## src/rtl/instruction_fetch_controller.sv

```systemverilog
// Instruction fetch sequencer for a 256x8 instruction memory read on the clock negedge.
// Optional macro HALT_DETECT_EN enables stopping when HALT_OPCODE is fetched.
module instruction_fetch_controller #(
    parameter logic [7:0] RESET_PC    = 8'h00,
    parameter logic [7:0] HALT_OPCODE = 8'h00
) (
    input  logic       clock,
    input  logic       reset_n,
    input  logic       start,
    output logic [7:0] endereco,
    input  logic [7:0] instrucao,
    output logic [7:0] instr_out,
    output logic [7:0] instr_pc,
    output logic       instr_valid,
    input  logic       instr_ready,
    input  logic       branch_taken,
    input  logic [7:0] branch_target,
    output logic       halted,
    output logic [1:0] state_dbg
);

    typedef enum logic [1:0] {
        IDLE = 2'b00,
        RUN  = 2'b01,
        HALT = 2'b10
    } state_t;

    state_t     state;
    state_t     state_nxt;
    logic [7:0] pc;
    logic       capture;
    logic       halt_hit;

    // Handshake: a word transfers at a posedge where instr_valid & instr_ready;
    // instr_valid never drops without a transfer except on branch or reset.
    assign capture   = (state == RUN) && (!instr_valid || instr_ready) && !branch_taken;
    assign endereco  = pc;
    assign state_dbg = state;

`ifdef HALT_DETECT_EN
    assign halt_hit = capture && (instrucao == HALT_OPCODE);
    assign halted   = (state == HALT);
`else
    wire unused_halt_opcode = ^HALT_OPCODE;
    assign halt_hit = 1'b0;
    assign halted   = 1'b0;
`endif

    always_ff @(posedge clock or negedge reset_n) begin
        if (!reset_n) state <= IDLE;
        else          state <= state_nxt;
    end

    always_comb begin
        state_nxt = state;
        case (state)
            IDLE:    if (!branch_taken && start) state_nxt = RUN;
            RUN:     if (halt_hit) state_nxt = HALT;
            HALT:    if (start && !instr_valid) state_nxt = RUN;
            default: state_nxt = IDLE;
        endcase
    end

    always_ff @(posedge clock or negedge reset_n) begin
        if (!reset_n) begin
            pc          <= RESET_PC;
            instr_out   <= 8'h00;
            instr_pc    <= 8'h00;
            instr_valid <= 1'b0;
        end else begin
            case (state)
                IDLE: begin
                    if (branch_taken) pc <= branch_target;
                end
                RUN: begin
                    // A branch discards the held word even if it is being accepted now.
                    if (branch_taken) begin
                        pc          <= branch_target;
                        instr_valid <= 1'b0;
                    end else if (capture) begin
                        instr_out   <= instrucao;
                        instr_pc    <= pc;
                        instr_valid <= 1'b1;
                        pc          <= pc + 8'd1;
                    end
                end
                HALT: begin
                    if (instr_valid && instr_ready) instr_valid <= 1'b0;
                end
                default: ;
            endcase
        end
    end

endmodule

```

## config.mk

```make
export PLATFORM = sky130hd
export DESIGN_NAME = instruction_fetch_controller
export DESIGN_NICKNAME = d
export VERILOG_FILES = /design/src/rtl/instruction_fetch_controller.sv
export SDC_FILE = /design/constraint.sdc
export NUM_CORES = 1
export LEC_CHECK = 0
export CAP_MARGIN = 40
export CORE_ASPECT_RATIO = 0.9
export CORE_UTILIZATION = 35
export CTS_BUF_LIST = sky130_fd_sc_hd__clkbuf_16
export DETAILED_ROUTE_END_ITERATION = 10
export PLACE_DENSITY = 0.76
export SYNTH_ARGS = -nofsm -noshare
export SYNTH_HDL_FRONTEND = slang
export SYNTH_SLANG_ARGS = --single-unit
```

## constraint.sdc

```tcl
create_clock -name clock -period 1.2 [get_ports clock]
set_input_delay 0.24 -clock clock [delete_from_list [all_inputs] [get_ports clock]]
set_output_delay 0.24 -clock clock [all_outputs]
set_load 0.01 [all_outputs]
```

==> impl_metrics.xml, run 1 <==
<?xml version="1.0" encoding="UTF-8"?>
<metrics>
  <group name="global_route">
    <metric name="maximum_number_of_pins_on_one_net_before_global_route_repair" unit="">27</metric>
    <metric name="globalRouteOverflowTotal" unit="">0</metric>
    <metric name="antenna_found_initial" unit="">0</metric>
    <metric name="grt_use_total" unit="">0.177</metric>
    <metric name="number_of_global_route_vias_before_repair" unit="">1072</metric>
    <metric name="global_route_wire_length_before_repair" unit="um">4890</metric>
  </group>
  <group name="yosys">
    <metric name="syn-mean-instance-area" unit="um^2">13.3</metric>
    <metric name="synth_compound_gate_area_share" unit="">0.0754</metric>
    <metric name="ys_seq_area_frac" unit="">0.530</metric>
    <metric name="ys_ff_latch" unit="">26</metric>
    <metric name="combinational_family_with_the_most_area_after_synthesis" unit="">multiplexers</metric>
    <metric name="syn_inst" unit="">92</metric>
    <metric name="muxShareOfSynthArea" unit="">0.182</metric>
    <metric name="synth_xor_xnor_area_share" unit="">0.0357</metric>
    <metric name="arithmetic_cell_share_of_the_synthesized_area_counting_full_adders_half_adders_and_majority_gates" unit="">0.0102</metric>
    <metric name="yosysWarnings" unit="">0</metric>
    <metric name="post_synth_and_or_nand_nor_area_fraction" unit="">0.121</metric>
    <metric name="post_synth_instance_area" unit="mm^2">0.00123</metric>
    <metric name="synthDistinctLibCells" unit="">31</metric>
  </group>
  <group name="setup_path">
    <metric name="ff2ff_setup_slack" unit="ns">-0.15</metric>
    <metric name="cp.arrival" unit="ns">1.49</metric>
    <metric name="setup.worst_path.start_class" unit="">flip-flop</metric>
    <metric name="crit_path_max_incr_delay" unit="ns">0.39</metric>
    <metric name="setup.worst_path.start" unit="">instr_valid</metric>
    <metric name="setup.worst_path.end_class" unit="">flip-flop</metric>
    <metric name="rr_worst_depth" unit="">6</metric>
    <metric name="crit_path_cell_trace" unit="">buf_6, nand2b_4, nand2_4, nor2_8, buf_12, mux2_4</metric>
    <metric name="endpoint" unit="">instr_pc[7]</metric>
    <metric name="worst_ep_required_time" unit="ns">1.34</metric>
    <metric name="worst-setup-path-type" unit="">flip-flop to flip-flop</metric>
    <metric name="reg2reg_to" unit="">instr_pc[7]</metric>
    <metric name="crit_fanout" unit="">8</metric>
    <metric name="timing.critical_path.slowest_stage_cell" unit="">sky130_fd_sc_hd__dfrtp_1</metric>
    <metric name="regToRegStartpoint" unit="">instr_valid</metric>
  </group>
  <group name="routing">
    <metric name="final_antenna_net_count" unit="">0</metric>
    <metric name="via_count" unit="">980</metric>
    <metric name="aggregate_routed_wire_length" unit="um">2960</metric>
    <metric name="post-route-drc-count" unit="">0</metric>
    <metric name="vias_per_cell" unit="">4.76</metric>
    <metric name="drt_iter0_markers" unit="">26</metric>
    <metric name="drt_pass1_iterations" unit="">4</metric>
    <metric name="wl_per_cell" unit="um">14.4</metric>
  </group>
  <group name="finish">
    <metric name="syn2layout_area_growth" unit="%">66.5</metric>
    <metric name="antenna-diode-count" unit="">0</metric>
    <metric name="fin_cells" unit="">206</metric>
    <metric name="multiInputGateArea" unit="um^2">591</metric>
    <metric name="fill_cells" unit="">269</metric>
    <metric name="nets" unit="">185</metric>
    <metric name="layout-drive-gt1-share" unit="">0.370</metric>
    <metric name="regArea" unit="um^2">653</metric>
  </group>
  <group name="floorplanning">
    <metric name="num_rows" unit="">20</metric>
    <metric name="design.die.area" unit="mm^2">0.00375</metric>
    <metric name="die_width" unit="um">64.4</metric>
    <metric name="io_pins" unit="">49</metric>
    <metric name="die_y_extent" unit="um">58.2</metric>
    <metric name="initial_core_util" unit="">0.366</metric>
    <metric name="floorplan.core_area" unit="mm^2">0.00335</metric>
  </group>
  <group name="timing">
    <metric name="hold-worst-slack" unit="ns">0.332</metric>
    <metric name="grt_setup_unrepaired" unit="">yes</metric>
    <metric name="hold_viol_final" unit="">0</metric>
    <metric name="fmax" unit="MHz">741</metric>
    <metric name="post_route_clock_period_utilization" unit="">1.12</metric>
    <metric name="worst_clock_skew" unit="ns">0.00395</metric>
    <metric name="finalSetupViolCount" unit="">21</metric>
    <metric name="post-route-min-period" unit="ns">1.35</metric>
    <metric name="report.final.slew_viol_count" unit="">0</metric>
    <metric name="layout_setup_ws" unit="ns">-0.150</metric>
  </group>
  <group name="worst_hold_path">
    <metric name="hold_path_class" unit="">input pin to async pin</metric>
  </group>
  <group name="clock_tree">
    <metric name="root_buffer" unit="">sky130_fd_sc_hd__clkbuf_16</metric>
    <metric name="insertion_delay" unit="ns">0.26</metric>
    <metric name="tritoncts" unit="">built</metric>
    <metric name="hold_fix_buffers_cts" unit="">0</metric>
    <metric name="clock_sink_count" unit="">26</metric>
    <metric name="clock_tree.htree_level_count" unit="">1</metric>
    <metric name="clkTransAtPathRegs" unit="ns">0.06</metric>
    <metric name="cts-buffers-inserted" unit="">3</metric>
    <metric name="cts_buffer_depth" unit="">2</metric>
  </group>
  <group name="place">
    <metric name="dp.cells" unit="">194</metric>
    <metric name="port_buffers" unit="">46</metric>
    <metric name="routability_driven_placement_congestion_ratio" unit="">0.757</metric>
    <metric name="post-dp-hpwl" unit="um">2070</metric>
  </group>
  <group name="power">
    <metric name="cellLeakagePower" unit="nW">0.947</metric>
    <metric name="highest_ir_drop_seen_on_vdd" unit="mV">0.883</metric>
    <metric name="power.density_cell_area" unit="mW/mm^2">1300</metric>
    <metric name="report.power.total" unit="mW">2.65</metric>
  </group>
  <group name="flow_run">
    <metric name="cap_viol_max_count" unit="">0</metric>
  </group>
  <group name="status">
    <metric name="result_of_the_run" unit="">complete, but fails checks</metric>
    <metric name="violations_in_the_final_reports" unit="">negative setup slack</metric>
  </group>
</metrics>
cell usage in the layout, fill, tap and decap left out:
master                            netlist  routed
sky130_fd_sc_hd__dfrtp_1               26      24
sky130_fd_sc_hd__clkdlybuf4s50_1        0      19
sky130_fd_sc_hd__buf_4                  2      19
sky130_fd_sc_hd__mux2_4                 9      16
sky130_fd_sc_hd__dlygate4sd2_1          0      15
sky130_fd_sc_hd__nand2_1                9       9
sky130_fd_sc_hd__clkdlybuf4s15_1        0       9
sky130_fd_sc_hd__o21ai_1                0       5
sky130_fd_sc_hd__xor2_1                 4       4
sky130_fd_sc_hd__clkbuf_16              0       3
sky130_fd_sc_hd__buf_12                 1       3
sky130_fd_sc_hd__buf_6                  0       3
sky130_fd_sc_hd__nand4_1                2       2
sky130_fd_sc_hd__and3_4                 2       2
sky130_fd_sc_hd__inv_1                  2       2
sky130_fd_sc_hd__o21ai_0                7       2
sky130_fd_sc_hd__conb_1                 1       2
sky130_fd_sc_hd__dfrtp_2                0       2
sky130_fd_sc_hd__nand2b_4               1       1
sky130_fd_sc_hd__nand2_4                1       1
sky130_fd_sc_hd__nor2_8                 1       1
sky130_fd_sc_hd__and3_1                 1       1
sky130_fd_sc_hd__and2_4                 0       1
sky130_fd_sc_hd__a211oi_2               1       1
sky130_fd_sc_hd__nor2_1                 1       1
sky130_fd_sc_hd__a311oi_2               1       1
sky130_fd_sc_hd__a41oi_1                1       1
sky130_fd_sc_hd__nand3_2                0       1
sky130_fd_sc_hd__o32ai_2                0       1
sky130_fd_sc_hd__a21oi_1                1       1
sky130_fd_sc_hd__xnor2_2                0       1
sky130_fd_sc_hd__nand3_1                2       1
sky130_fd_sc_hd__mux2i_1                1       1
sky130_fd_sc_hd__and4_1                 1       1
sky130_fd_sc_hd__a21o_1                 1       1
sky130_fd_sc_hd__ha_4                   0       1
sky130_fd_sc_hd__clkinv_1               0       1
sky130_fd_sc_hd__buf_2                  1       1
sky130_fd_sc_hd__clkbuf_2               0       1
power breakdown:
part / total (mW) / switching [mW] / internal (mW)
registers: 1.10 / 0.0924 / 1.01
logic: 0.816 / 0.318 / 0.498
clock network: 0.734 / 0.288 / 0.446
total: 2.65 / 0.699 / 1.96
cell type report:
type / instances / area share
Timing Repair Buffer: 70 / 0.322
Sequential cell: 26 / 0.320
Multi-Input combinational cell: 60 / 0.289
Clock buffer: 3 / 0.0367
Tap cell: 44 / 0.0269
Inverter: 2 / 0.00367
Clock inverter: 1 / 0.00184
worst max-delay path: cells and delay by family (launching register included):
kind / cells / cell delay (ns)
buffers and inverters: 2 / 0.28
DFF: 1 / 0.39
muxes: 1 / 0.30
and+or+nand+nor: 3 / 0.26
through the flow:
stage / setup slack [ns] / setup TNS, ns / utilization / instance area, um^2
6_report: -0.150 / -2.66 / 0.609 / 2040
5_1_grt: -0.187 / -3.51 / 0.609 / 2040
4_1_cts: -0.142 / -2.52 / 0.597 / 2000
3_5_place_dp: -0.442 / -9.41 / 0.557 / 1870
3_3_place_gp: -0.408 / -8.79 / 0.557 / 1870
2_1_floorplan: -0.163 / -1.89 / - / 1240
worst min-delay path by stage:
stage,start,endpoint,slack [ns],cells past startpoint
after floorplan,reset_n,endereco[0],-0.06,0
after global placement,instr_out[5],instr_out[5],0.49,1
final,reset_n,instr_valid,0.33,2
after detailed placement,instr_out[6],instr_out[6],0.49,1
after CTS,reset_n,endereco[4],0.34,2
after global routing,reset_n,endereco[4],0.34,2
synthesized netlist by cell type:
master	instances	area [um^2]
sky130_fd_sc_hd__nor2_1	1	3.75
sky130_fd_sc_hd__buf_2	1	5.00
sky130_fd_sc_hd__a41oi_1	1	8.76
sky130_fd_sc_hd__conb_1	1	3.75
sky130_fd_sc_hd__a211oi_2	1	12.5
sky130_fd_sc_hd__nand4_1	2	12.5
sky130_fd_sc_hd__nand2_1	9	33.8
sky130_fd_sc_hd__nand2b_4	1	13.8
sky130_fd_sc_hd__and2_1	1	6.26
sky130_fd_sc_hd__a311oi_2	1	15.0
sky130_fd_sc_hd__dfrtp_1	26	651
sky130_fd_sc_hd__xnor2_1	1	8.76
sky130_fd_sc_hd__mux2_4	9	135
sky130_fd_sc_hd__o32ai_1	1	8.76
sky130_fd_sc_hd__and4_1	1	8.76
sky130_fd_sc_hd__nand2_4	1	11.3
sky130_fd_sc_hd__clkbuf_1	1	3.75
sky130_fd_sc_hd__inv_1	2	7.51
sky130_fd_sc_hd__ha_1	1	12.5
sky130_fd_sc_hd__and3_4	2	22.5
sky130_fd_sc_hd__xor2_1	4	35.0
sky130_fd_sc_hd__buf_12	1	20.0
sky130_fd_sc_hd__mux2_2	7	78.8
sky130_fd_sc_hd__nor2_8	1	20.0
sky130_fd_sc_hd__mux2i_1	1	10.0
sky130_fd_sc_hd__buf_4	2	15.0
sky130_fd_sc_hd__a21oi_1	1	5.00
sky130_fd_sc_hd__o21ai_0	7	35.0
sky130_fd_sc_hd__a21o_1	1	7.51
sky130_fd_sc_hd__and3_1	1	6.26
sky130_fd_sc_hd__nand3_1	2	10.0
cells by family after synthesis:
logic type                 after synthesis
and+or+nand+nor                         22
xor gates and xnor gates                 5
muxes                                   17
DFF                                     26
buffers and inverters                    7
other                                    1
AOI/OAI and AO/OA                       13
adders and majority gates                1
metal layers:
| metal | global-route usage | vias to the layer above | share of wire |
|---|---|---|---|
| met5 | 0 | - | 0 |
| met4 | 0.0794 | 0 | 0.015 |
| met3 | 0.0492 | 4 | 0.046 |
| met2 | 0.313 | 32 | 0.52 |
| met1 | 0.201 | 486 | 0.42 |
| li1 | - | 458 | - |
sequential cells by signal, summed over array words and instances, names as in the netlist:
name,cells
endereco,8
state_dbg,1
instr_pc,8
instr_valid,1
instr_out,8
timing repair:
action                                  in CTS  in global routing
buffers inserted                             6                  2
endpoints found under the setup margin      47                 34
gates resized for setup                     46                 15
pin swaps                                    4                  2
No activity file was read; power rests on OpenSTA's default activity.
==> run 2, diff against run 1 <==
--- a/config.mk
+++ b/config.mk
@@ -7,10 +7,10 @@
 export LEC_CHECK = 0
 export CAP_MARGIN = 40
 export CORE_ASPECT_RATIO = 0.9
-export CORE_UTILIZATION = 35
+export CORE_UTILIZATION = 38
 export CTS_BUF_LIST = sky130_fd_sc_hd__clkbuf_16
 export DETAILED_ROUTE_END_ITERATION = 10
-export PLACE_DENSITY = 0.76
+export PLACE_DENSITY = 0.81
 export SYNTH_ARGS = -nofsm -noshare
 export SYNTH_HDL_FRONTEND = slang
 export SYNTH_SLANG_ARGS = --single-unit
==> run 2 against run 1 <==
Against the previous run: the run still ends with negative setup slack left; count of clock-buffer cells in the layout did not move; setup slack improved by 0.039 ns; final area rose by 3.7%; combinational power rose by 4.8%; final cell count rose by 1.5%; clock power rose by 29%; sequential share of layout area fell by 1.1 points; die area fell by 7.6%; register-to-register slack improved by 0.04 ns; core utilization rose by 8.2 points; fmax rose by 2.9%.
==> impl_metrics.xml, run 2 (synthesis gave the netlist of run 1 again) <==
<?xml version="1.0" encoding="UTF-8"?>
<metrics>
  <group name="floorplanning">
    <metric name="floorplan.core_area" unit="mm^2">0.00307</metric>
    <metric name="num_rows" unit="">19</metric>
    <metric name="io_pins" unit="">49</metric>
    <metric name="design.die.area" unit="mm^2">0.00346</metric>
    <metric name="initial_core_util" unit="">0.400</metric>
    <metric name="die_y_extent" unit="um">55.9</metric>
    <metric name="die_width" unit="um">61.9</metric>
  </group>
  <group name="finish">
    <metric name="syn2layout_area_growth" unit="%">72.7</metric>
    <metric name="layout_common_cells" unit="">sky130_fd_sc_hd__dfrtp_1, sky130_fd_sc_hd__buf_4, sky130_fd_sc_hd__clkdlybuf4s50_1</metric>
    <metric name="fin_cells" unit="">209</metric>
    <metric name="fill_cells" unit="">216</metric>
    <metric name="nets" unit="">190</metric>
    <metric name="layout-drive-gt1-share" unit="">0.431</metric>
    <metric name="most_common_library_cell_in_the_layout_ignoring_fill_and_taps" unit="">sky130_fd_sc_hd__dfrtp_1</metric>
    <metric name="regArea" unit="um^2">654</metric>
    <metric name="multiInputGateArea" unit="um^2">601</metric>
    <metric name="antenna-diode-count" unit="">0</metric>
  </group>
  <group name="timing">
    <metric name="fmax" unit="MHz">763</metric>
    <metric name="post-route-min-period" unit="ns">1.31</metric>
    <metric name="report.final.slew_viol_count" unit="">0</metric>
    <metric name="hold-worst-slack" unit="ns">0.339</metric>
    <metric name="hold_viol_final" unit="">0</metric>
    <metric name="worst_clock_skew" unit="ns">0.00511</metric>
    <metric name="grt_setup_unrepaired" unit="">yes</metric>
    <metric name="final.setup.tns" unit="ns">-1.64</metric>
    <metric name="finalSetupViolCount" unit="">19</metric>
    <metric name="post_route_clock_period_utilization" unit="">1.09</metric>
    <metric name="layout_setup_ws" unit="ns">-0.111</metric>
  </group>
  <group name="global_route">
    <metric name="global_route_wire_length_before_repair" unit="um">4890</metric>
    <metric name="globalRouteOverflowTotal" unit="">0</metric>
    <metric name="grt_use_total" unit="">0.198</metric>
    <metric name="maximum_number_of_pins_on_one_net_before_global_route_repair" unit="">27</metric>
    <metric name="number_of_global_route_vias_before_repair" unit="">1005</metric>
    <metric name="antenna_found_initial" unit="">0</metric>
  </group>
  <group name="routing">
    <metric name="via_count" unit="">1002</metric>
    <metric name="drt_iter0_markers" unit="">24</metric>
    <metric name="post-route-drc-count" unit="">0</metric>
    <metric name="final_antenna_net_count" unit="">0</metric>
    <metric name="aggregate_routed_wire_length" unit="um">3230</metric>
    <metric name="wl_per_cell" unit="um">15.5</metric>
    <metric name="drt_pass1_iterations" unit="">4</metric>
    <metric name="vias_per_cell" unit="">4.79</metric>
  </group>
  <group name="setup_path">
    <metric name="setup.worst_path.start_class" unit="">flip-flop</metric>
    <metric name="cp.arrival" unit="ns">1.44</metric>
    <metric name="worst-setup-path-type" unit="">flip-flop to flip-flop</metric>
    <metric name="worst_ep_required_time" unit="ns">1.33</metric>
    <metric name="setup.worst_path.start" unit="">endereco[1]</metric>
    <metric name="setup.worst_path.end_class" unit="">flip-flop</metric>
    <metric name="regToRegStartpoint" unit="">endereco[1]</metric>
    <metric name="crit_fanout" unit="">3</metric>
    <metric name="rr_worst_depth" unit="">5</metric>
  </group>
  <group name="clock_tree">
    <metric name="cts_buffer_depth" unit="">2</metric>
    <metric name="clock_tree.htree_level_count" unit="">1</metric>
    <metric name="insertion_delay" unit="ns">0.26</metric>
    <metric name="clkTransAtPathRegs" unit="ns">0.06</metric>
    <metric name="root_buffer" unit="">sky130_fd_sc_hd__clkbuf_16</metric>
    <metric name="cts-buffers-inserted" unit="">3</metric>
    <metric name="hold_fix_buffers_cts" unit="">0</metric>
    <metric name="tritoncts" unit="">built</metric>
    <metric name="clock_sink_count" unit="">26</metric>
  </group>
  <group name="power">
    <metric name="swShare" unit="">0.243</metric>
    <metric name="share_clk_of_total_power" unit="">0.325</metric>
    <metric name="power.net_switching" unit="mW">0.707</metric>
    <metric name="power.density_cell_area" unit="mW/mm^2">1370</metric>
    <metric name="highest_ir_drop_seen_on_vdd" unit="mV">0.871</metric>
    <metric name="sequentialPowerShare" unit="">0.381</metric>
    <metric name="report.power.total" unit="mW">2.91</metric>
    <metric name="p_int" unit="mW">2.20</metric>
    <metric name="cellLeakagePower" unit="nW">0.989</metric>
    <metric name="share_comb_of_total_power" unit="">0.294</metric>
  </group>
  <group name="place">
    <metric name="post-dp-hpwl" unit="um">2180</metric>
    <metric name="post-place-ws" unit="ns">-0.463</metric>
    <metric name="port_buffers" unit="">46</metric>
    <metric name="dp.cells" unit="">194</metric>
    <metric name="routability_driven_placement_congestion_ratio" unit="">0.782</metric>
  </group>
  <group name="status">
    <metric name="violations_in_the_final_reports" unit="">negative setup slack</metric>
    <metric name="result_of_the_run" unit="">complete, but fails checks</metric>
  </group>
  <group name="worst_hold_path">
    <metric name="hold_path_class" unit="">input pin to async pin</metric>
  </group>
  <group name="flow_run">
    <metric name="cap_viol_max_count" unit="">0</metric>
  </group>
</metrics>
[run 2: cell types whose count changed in the layout (fill, tap and decap cells not counted), moves of 2 or more]
cell | before | now
sky130_fd_sc_hd__buf_6 | 3 | 5
sky130_fd_sc_hd__buf_4 | 19 | 21
sky130_fd_sc_hd__clkbuf_2 | 1 | 3
sky130_fd_sc_hd__dlygate4sd2_1 | 15 | 17
sky130_fd_sc_hd__clkdlybuf4s15_1 | 9 | 6
[run 2: power groups by stage]
| stage | sequential (mW) | combinational (mW) | clock (mW) |
|---|---|---|---|
| 4_1_cts | 1.11 | 0.814 | 0.965 |
| 5_1_grt | 1.13 | 0.921 | 1.00 |
| 2_1_floorplan | 1.18 | 0.267 | 0 |
| 3_5_place_dp | 1.13 | 0.806 | 0 |
| 6_report | 1.11 | 0.855 | 0.944 |
| 3_3_place_gp | 1.12 | 0.785 | 0 |
[run 2: metrics by stage]
stage                     utilization  instance area (um^2)
final                           0.691                  2120
after detailed placement        0.609                  1870
after global routing            0.691                  2120
after global placement          0.609                  1870
after floorplan                     -                  1240
after CTS                       0.677                  2080
[run 2: worst paths after layout]
kind                                      to  slack, ns
worst max register to register   endereco[5]      -0.11
worst min-delay path             endereco[1]       0.34
min in group clock              instr_out[1]       0.50
worst min register to register  instr_out[1]       0.50
max in group asynchronous        endereco[3]       0.70
worst max-delay path             endereco[5]      -0.11
[run 2: timing repair]
item	CTS	global route
gates resized for setup	52	19
pin swaps	4	4
setup buffers	7	3
gates cloned	1	0
endpoints found under the setup margin	47	36
[run 2: layer usage]
layer	global-route usage	part of all wire	up-vias
li1	-	-	469
met2	0.366	0.53	32
met1	0.220	0.41	497
met4	0.0349	0.0080	0
met5	0	0	-
met3	0.0535	0.052	4
[run 2: worst max-delay path, cell delays in order (launching register included)]
cell	delay (ns)
sky130_fd_sc_hd__dfrtp_1	0.40
sky130_fd_sc_hd__buf_6	0.13
sky130_fd_sc_hd__and3_4	0.17
sky130_fd_sc_hd__and3_4	0.18
sky130_fd_sc_hd__a211oi_2	0.23
sky130_fd_sc_hd__a311oi_2	0.07
[run 2: final cells by class]
| cell class | count | area share |
|---|---|---|
| inverters | 2 | 0.00354 |
| repair buffers | 75 | 0.330 |
| well taps | 42 | 0.0248 |
| clock buffers | 3 | 0.0354 |
| flip-flops and latches | 26 | 0.309 |
| clock inverters | 1 | 0.0142 |
| multi-input cells | 60 | 0.283 |
==> run 3, diff against run 2 <==
--- a/config.mk
+++ b/config.mk
@@ -5,12 +5,13 @@
 export SDC_FILE = /design/constraint.sdc
 export NUM_CORES = 1
 export LEC_CHECK = 0
+export ABC_AREA = 1
 export CAP_MARGIN = 40
 export CORE_ASPECT_RATIO = 0.9
-export CORE_UTILIZATION = 38
+export CORE_UTILIZATION = 39
 export CTS_BUF_LIST = sky130_fd_sc_hd__clkbuf_16
 export DETAILED_ROUTE_END_ITERATION = 10
-export PLACE_DENSITY = 0.81
+export PLACE_DENSITY = 0.82
 export SYNTH_ARGS = -nofsm -noshare
 export SYNTH_HDL_FRONTEND = slang
 export SYNTH_SLANG_ARGS = --single-unit
==> run 3 against run 2 <==
Against the previous run: the run still ends with negative setup slack left; critical path depth rose by 3; count of clock-buffer cells in the layout did not move; clock power fell by 24%; area after synthesis rose by 4.9%; die area rose by 2.1%; non-clock buffer count fell by 7; largest power group unchanged; sequential power fell by 4%; combinational power fell by 6.7%; critical endpoint is now endereco[7].
==> impl_metrics.xml, run 3 <==
<?xml version="1.0" encoding="UTF-8"?>
<metrics>
  <group name="place">
    <metric name="port_buffers" unit="">46</metric>
    <metric name="routability_driven_placement_congestion_ratio" unit="">0.819</metric>
    <metric name="place_area" unit="mm^2">0.00187</metric>
    <metric name="post-dp-hpwl" unit="um">2210</metric>
  </group>
  <group name="global_route">
    <metric name="grt_use_total" unit="">0.199</metric>
    <metric name="antenna_found_initial" unit="">0</metric>
    <metric name="global_route_wire_length_before_repair" unit="um">5420</metric>
    <metric name="maximum_number_of_pins_on_one_net_before_global_route_repair" unit="">27</metric>
    <metric name="globalRouteOverflowTotal" unit="">0</metric>
    <metric name="number_of_global_route_vias_before_repair" unit="">1162</metric>
  </group>
  <group name="timing">
    <metric name="fmax" unit="MHz">829</metric>
    <metric name="grt_setup_unrepaired" unit="">yes</metric>
    <metric name="report.final.slew_viol_count" unit="">0</metric>
    <metric name="hold_viol_final" unit="">0</metric>
    <metric name="final.setup.tns" unit="ns">-0.00559</metric>
    <metric name="finalSetupViolCount" unit="">1</metric>
    <metric name="worst_clock_skew" unit="ns">0.00165</metric>
    <metric name="layout_setup_ws" unit="ns">-0.00559</metric>
    <metric name="post-route-min-period" unit="ns">1.21</metric>
    <metric name="post_route_clock_period_utilization" unit="">1.00</metric>
  </group>
  <group name="floorplanning">
    <metric name="die_y_extent" unit="um">56.5</metric>
    <metric name="io_pins" unit="">49</metric>
    <metric name="floorplan.core_area" unit="mm^2">0.00309</metric>
    <metric name="num_rows" unit="">19</metric>
    <metric name="design.die.area" unit="mm^2">0.00354</metric>
    <metric name="die_width" unit="um">62.6</metric>
    <metric name="initial_core_util" unit="">0.417</metric>
  </group>
  <group name="setup_path">
    <metric name="timing.critical_path.slowest_stage_cell" unit="">sky130_fd_sc_hd__dfrtp_1</metric>
    <metric name="cp.arrival" unit="ns">1.35</metric>
    <metric name="ff2ff_setup_slack" unit="ns">-0.006</metric>
    <metric name="setup.worst_path.end_class" unit="">flip-flop</metric>
    <metric name="reg2reg_to" unit="">endereco[7]</metric>
    <metric name="critPathMostFrequentCell" unit="">sky130_fd_sc_hd__nand2_1</metric>
    <metric name="worst-setup-path-type" unit="">flip-flop to flip-flop</metric>
    <metric name="crit_path_max_incr_delay" unit="ns">0.42</metric>
    <metric name="crit_fanout" unit="">4</metric>
    <metric name="crit_path_cell_trace" unit="">buf_6, nand2_4, nor2_4, nand2_1, nand2_1, nand3_1, nand2_1, nand2_1</metric>
    <metric name="rr_worst_depth" unit="">8</metric>
    <metric name="setup.worst_path.start_class" unit="">flip-flop</metric>
    <metric name="regToRegStartpoint" unit="">endereco[1]</metric>
    <metric name="worst_ep_required_time" unit="ns">1.35</metric>
  </group>
  <group name="yosys">
    <metric name="async_flop_share" unit="">1.00</metric>
    <metric name="post_synth_instance_area" unit="mm^2">0.00129</metric>
    <metric name="ys.flop_type" unit="">sky130_fd_sc_hd__dfrtp_1</metric>
    <metric name="syn-mean-instance-area" unit="um^2">8.00</metric>
    <metric name="ys_seq_area_frac" unit="">0.505</metric>
    <metric name="synth.top_cell.area_share" unit="">0.505</metric>
    <metric name="syn_inst" unit="">161</metric>
    <metric name="synth_edf_count" unit="">0</metric>
    <metric name="yosysMostFrequentCell" unit="">sky130_fd_sc_hd__nand2_1</metric>
    <metric name="ys_ff_latch" unit="">26</metric>
    <metric name="yosys.area.top_type" unit="">sky130_fd_sc_hd__dfrtp_1</metric>
    <metric name="synthDistinctLibCells" unit="">20</metric>
    <metric name="yosys-top-cells-count" unit="">sky130_fd_sc_hd__nand2_1, sky130_fd_sc_hd__dfrtp_1, sky130_fd_sc_hd__nand3_1, sky130_fd_sc_hd__inv_1, sky130_fd_sc_hd__nor2_1</metric>
    <metric name="post_synth_main_area_contributors" unit="">sky130_fd_sc_hd__dfrtp_1, sky130_fd_sc_hd__nand2_1, sky130_fd_sc_hd__nand3_1, sky130_fd_sc_hd__inv_1, sky130_fd_sc_hd__o21ai_0</metric>
    <metric name="yosysWarnings" unit="">0</metric>
  </group>
  <group name="clock_tree">
    <metric name="tritoncts" unit="">built</metric>
    <metric name="insertion_delay" unit="ns">0.25</metric>
    <metric name="root_buffer" unit="">sky130_fd_sc_hd__clkbuf_16</metric>
    <metric name="clkTransAtPathRegs" unit="ns">0.06</metric>
    <metric name="cts-buffers-inserted" unit="">3</metric>
    <metric name="clock_tree.htree_level_count" unit="">1</metric>
    <metric name="clock_sink_count" unit="">26</metric>
    <metric name="cts_buffer_depth" unit="">2</metric>
  </group>
  <group name="status">
    <metric name="violations_in_the_final_reports" unit="">negative setup slack</metric>
    <metric name="result_of_the_run" unit="">complete, but fails checks</metric>
  </group>
  <group name="finish">
    <metric name="layout-drive-gt1-share" unit="">0.217</metric>
    <metric name="antenna-diode-count" unit="">0</metric>
    <metric name="stdcell_area" unit="mm^2">0.00206</metric>
    <metric name="nets" unit="">250</metric>
    <metric name="most_common_library_cell_in_the_layout_ignoring_fill_and_taps" unit="">sky130_fd_sc_hd__nand2_1</metric>
    <metric name="layout_common_cells" unit="">sky130_fd_sc_hd__nand2_1, sky130_fd_sc_hd__dfrtp_1, sky130_fd_sc_hd__dlygate4sd2_1</metric>
    <metric name="postLayoutCoreUtil" unit="">0.665</metric>
    <metric name="fill_cells" unit="">247</metric>
    <metric name="syn2layout_area_growth" unit="%">59.7</metric>
  </group>
  <group name="routing">
    <metric name="aggregate_routed_wire_length" unit="um">3430</metric>
    <metric name="wl_per_cell" unit="um">12.8</metric>
    <metric name="post-route-drc-count" unit="">0</metric>
    <metric name="final_antenna_net_count" unit="">0</metric>
    <metric name="via_count" unit="">1282</metric>
    <metric name="vias_per_cell" unit="">4.78</metric>
    <metric name="drt_iter0_markers" unit="">72</metric>
    <metric name="drt_pass1_iterations" unit="">4</metric>
  </group>
  <group name="worst_hold_path">
    <metric name="hold_path_class" unit="">input pin to async pin</metric>
  </group>
  <group name="power">
    <metric name="power.density_cell_area" unit="mW/mm^2">1260</metric>
    <metric name="highest_ir_drop_seen_on_vdd" unit="mV">0.664</metric>
    <metric name="cellLeakagePower" unit="nW">1.06</metric>
  </group>
  <group name="flow_run">
    <metric name="cap_viol_max_count" unit="">0</metric>
  </group>
</metrics>
==> run 3: changes by cell type after synthesis, sizes merged, moves of 2 or more <==
cell   before  now
o21ai       7   15
xor2        4    0
inv         2   14
buf         4    7
nor2        2   11
nand3       2   17
mux2       16    0
nand4       2    0
and3        3    0
nand2      10   67
==> run 3: worst max-delay path, delay by kind of cell, from the launching register on <==
kind / cells / cell delay (ns)
DFF: 1 / 0.42
buffers and inverters: 1 / 0.14
and+or+nand+nor: 7 / 0.52
==> run 3: kinds of logic after synthesis <==
group                    after synthesis  synth area share
adder cells (fa/ha/maj)                1           0.00972
AND/OR/NAND/NOR                       95             0.315
other                                  1           0.00291
buffers and inverters                 21            0.0981
flip-flops                            26             0.505
AO/OA/AOI/OAI                         17            0.0690
==> run 3: report_power, final <==
part	switching [mW]	total [mW]	internal, mW
clock network	0.280	0.721	0.441
registers	0.0748	1.07	0.994
logic	0.415	0.798	0.383
==> run 3: metal layers <==
layer / GRT usage / share of wire
met5: 0 / 0
met3: 0.0244 / 0.048
met4: 0.0764 / 0
met1: 0.258 / 0.43
met2: 0.340 / 0.52
==> run 3: how the worst max path moves through the flow <==
stage                            start          end  depth (start not counted)
after CTS                  endereco[1]  endereco[1]                          1
after detailed placement  branch_taken  endereco[2]                          6
after global placement    branch_taken  endereco[2]                          6
after floorplan            endereco[0]  endereco[4]                          7
final                      endereco[1]  endereco[7]                          8
after global routing       endereco[1]  endereco[7]                          8
==> run 3: layout make-up <==
class / count / area (um^2) / share of cell area
inverter: 14 / 55.1 / 0.0268
sequential: 26 / 651 / 0.316
multi-input combinational: 115 / 588 / 0.286
clock buffer: 3 / 75.1 / 0.0365
tap: 42 / 52.6 / 0.0256
timing repair buffer: 68 / 634 / 0.309
==> run 3: repair_timing <==
| item | CTS | global route |
|---|---|---|
| setup endpoints to repair | 31 | 20 |
| endpoints found under the hold margin | 0 | 0 |
| setup buffers | 3 | 2 |
| pin swaps | 1 | 13 |
| resized for setup | 34 | 32 |
| hold buffers | 0 | 0 |
==> run 3: stage by stage <==
| step | worst slack (ns) | cells | power (mW) | hold slack (ns) |
|---|---|---|---|---|
| after floorplan | 0.0406 | 162 | 1.40 | -0.0556 |
| after global placement | -0.265 | 260 | 1.82 | 0.453 |
| after CTS | -0.0240 | 266 | 2.52 | 0.337 |
| after detailed placement | -0.322 | 260 | 1.84 | 0.457 |
| final | -0.00559 | 268 | 2.59 | 0.327 |
| after global routing | -0.0853 | 268 | 2.72 | 0.354 |
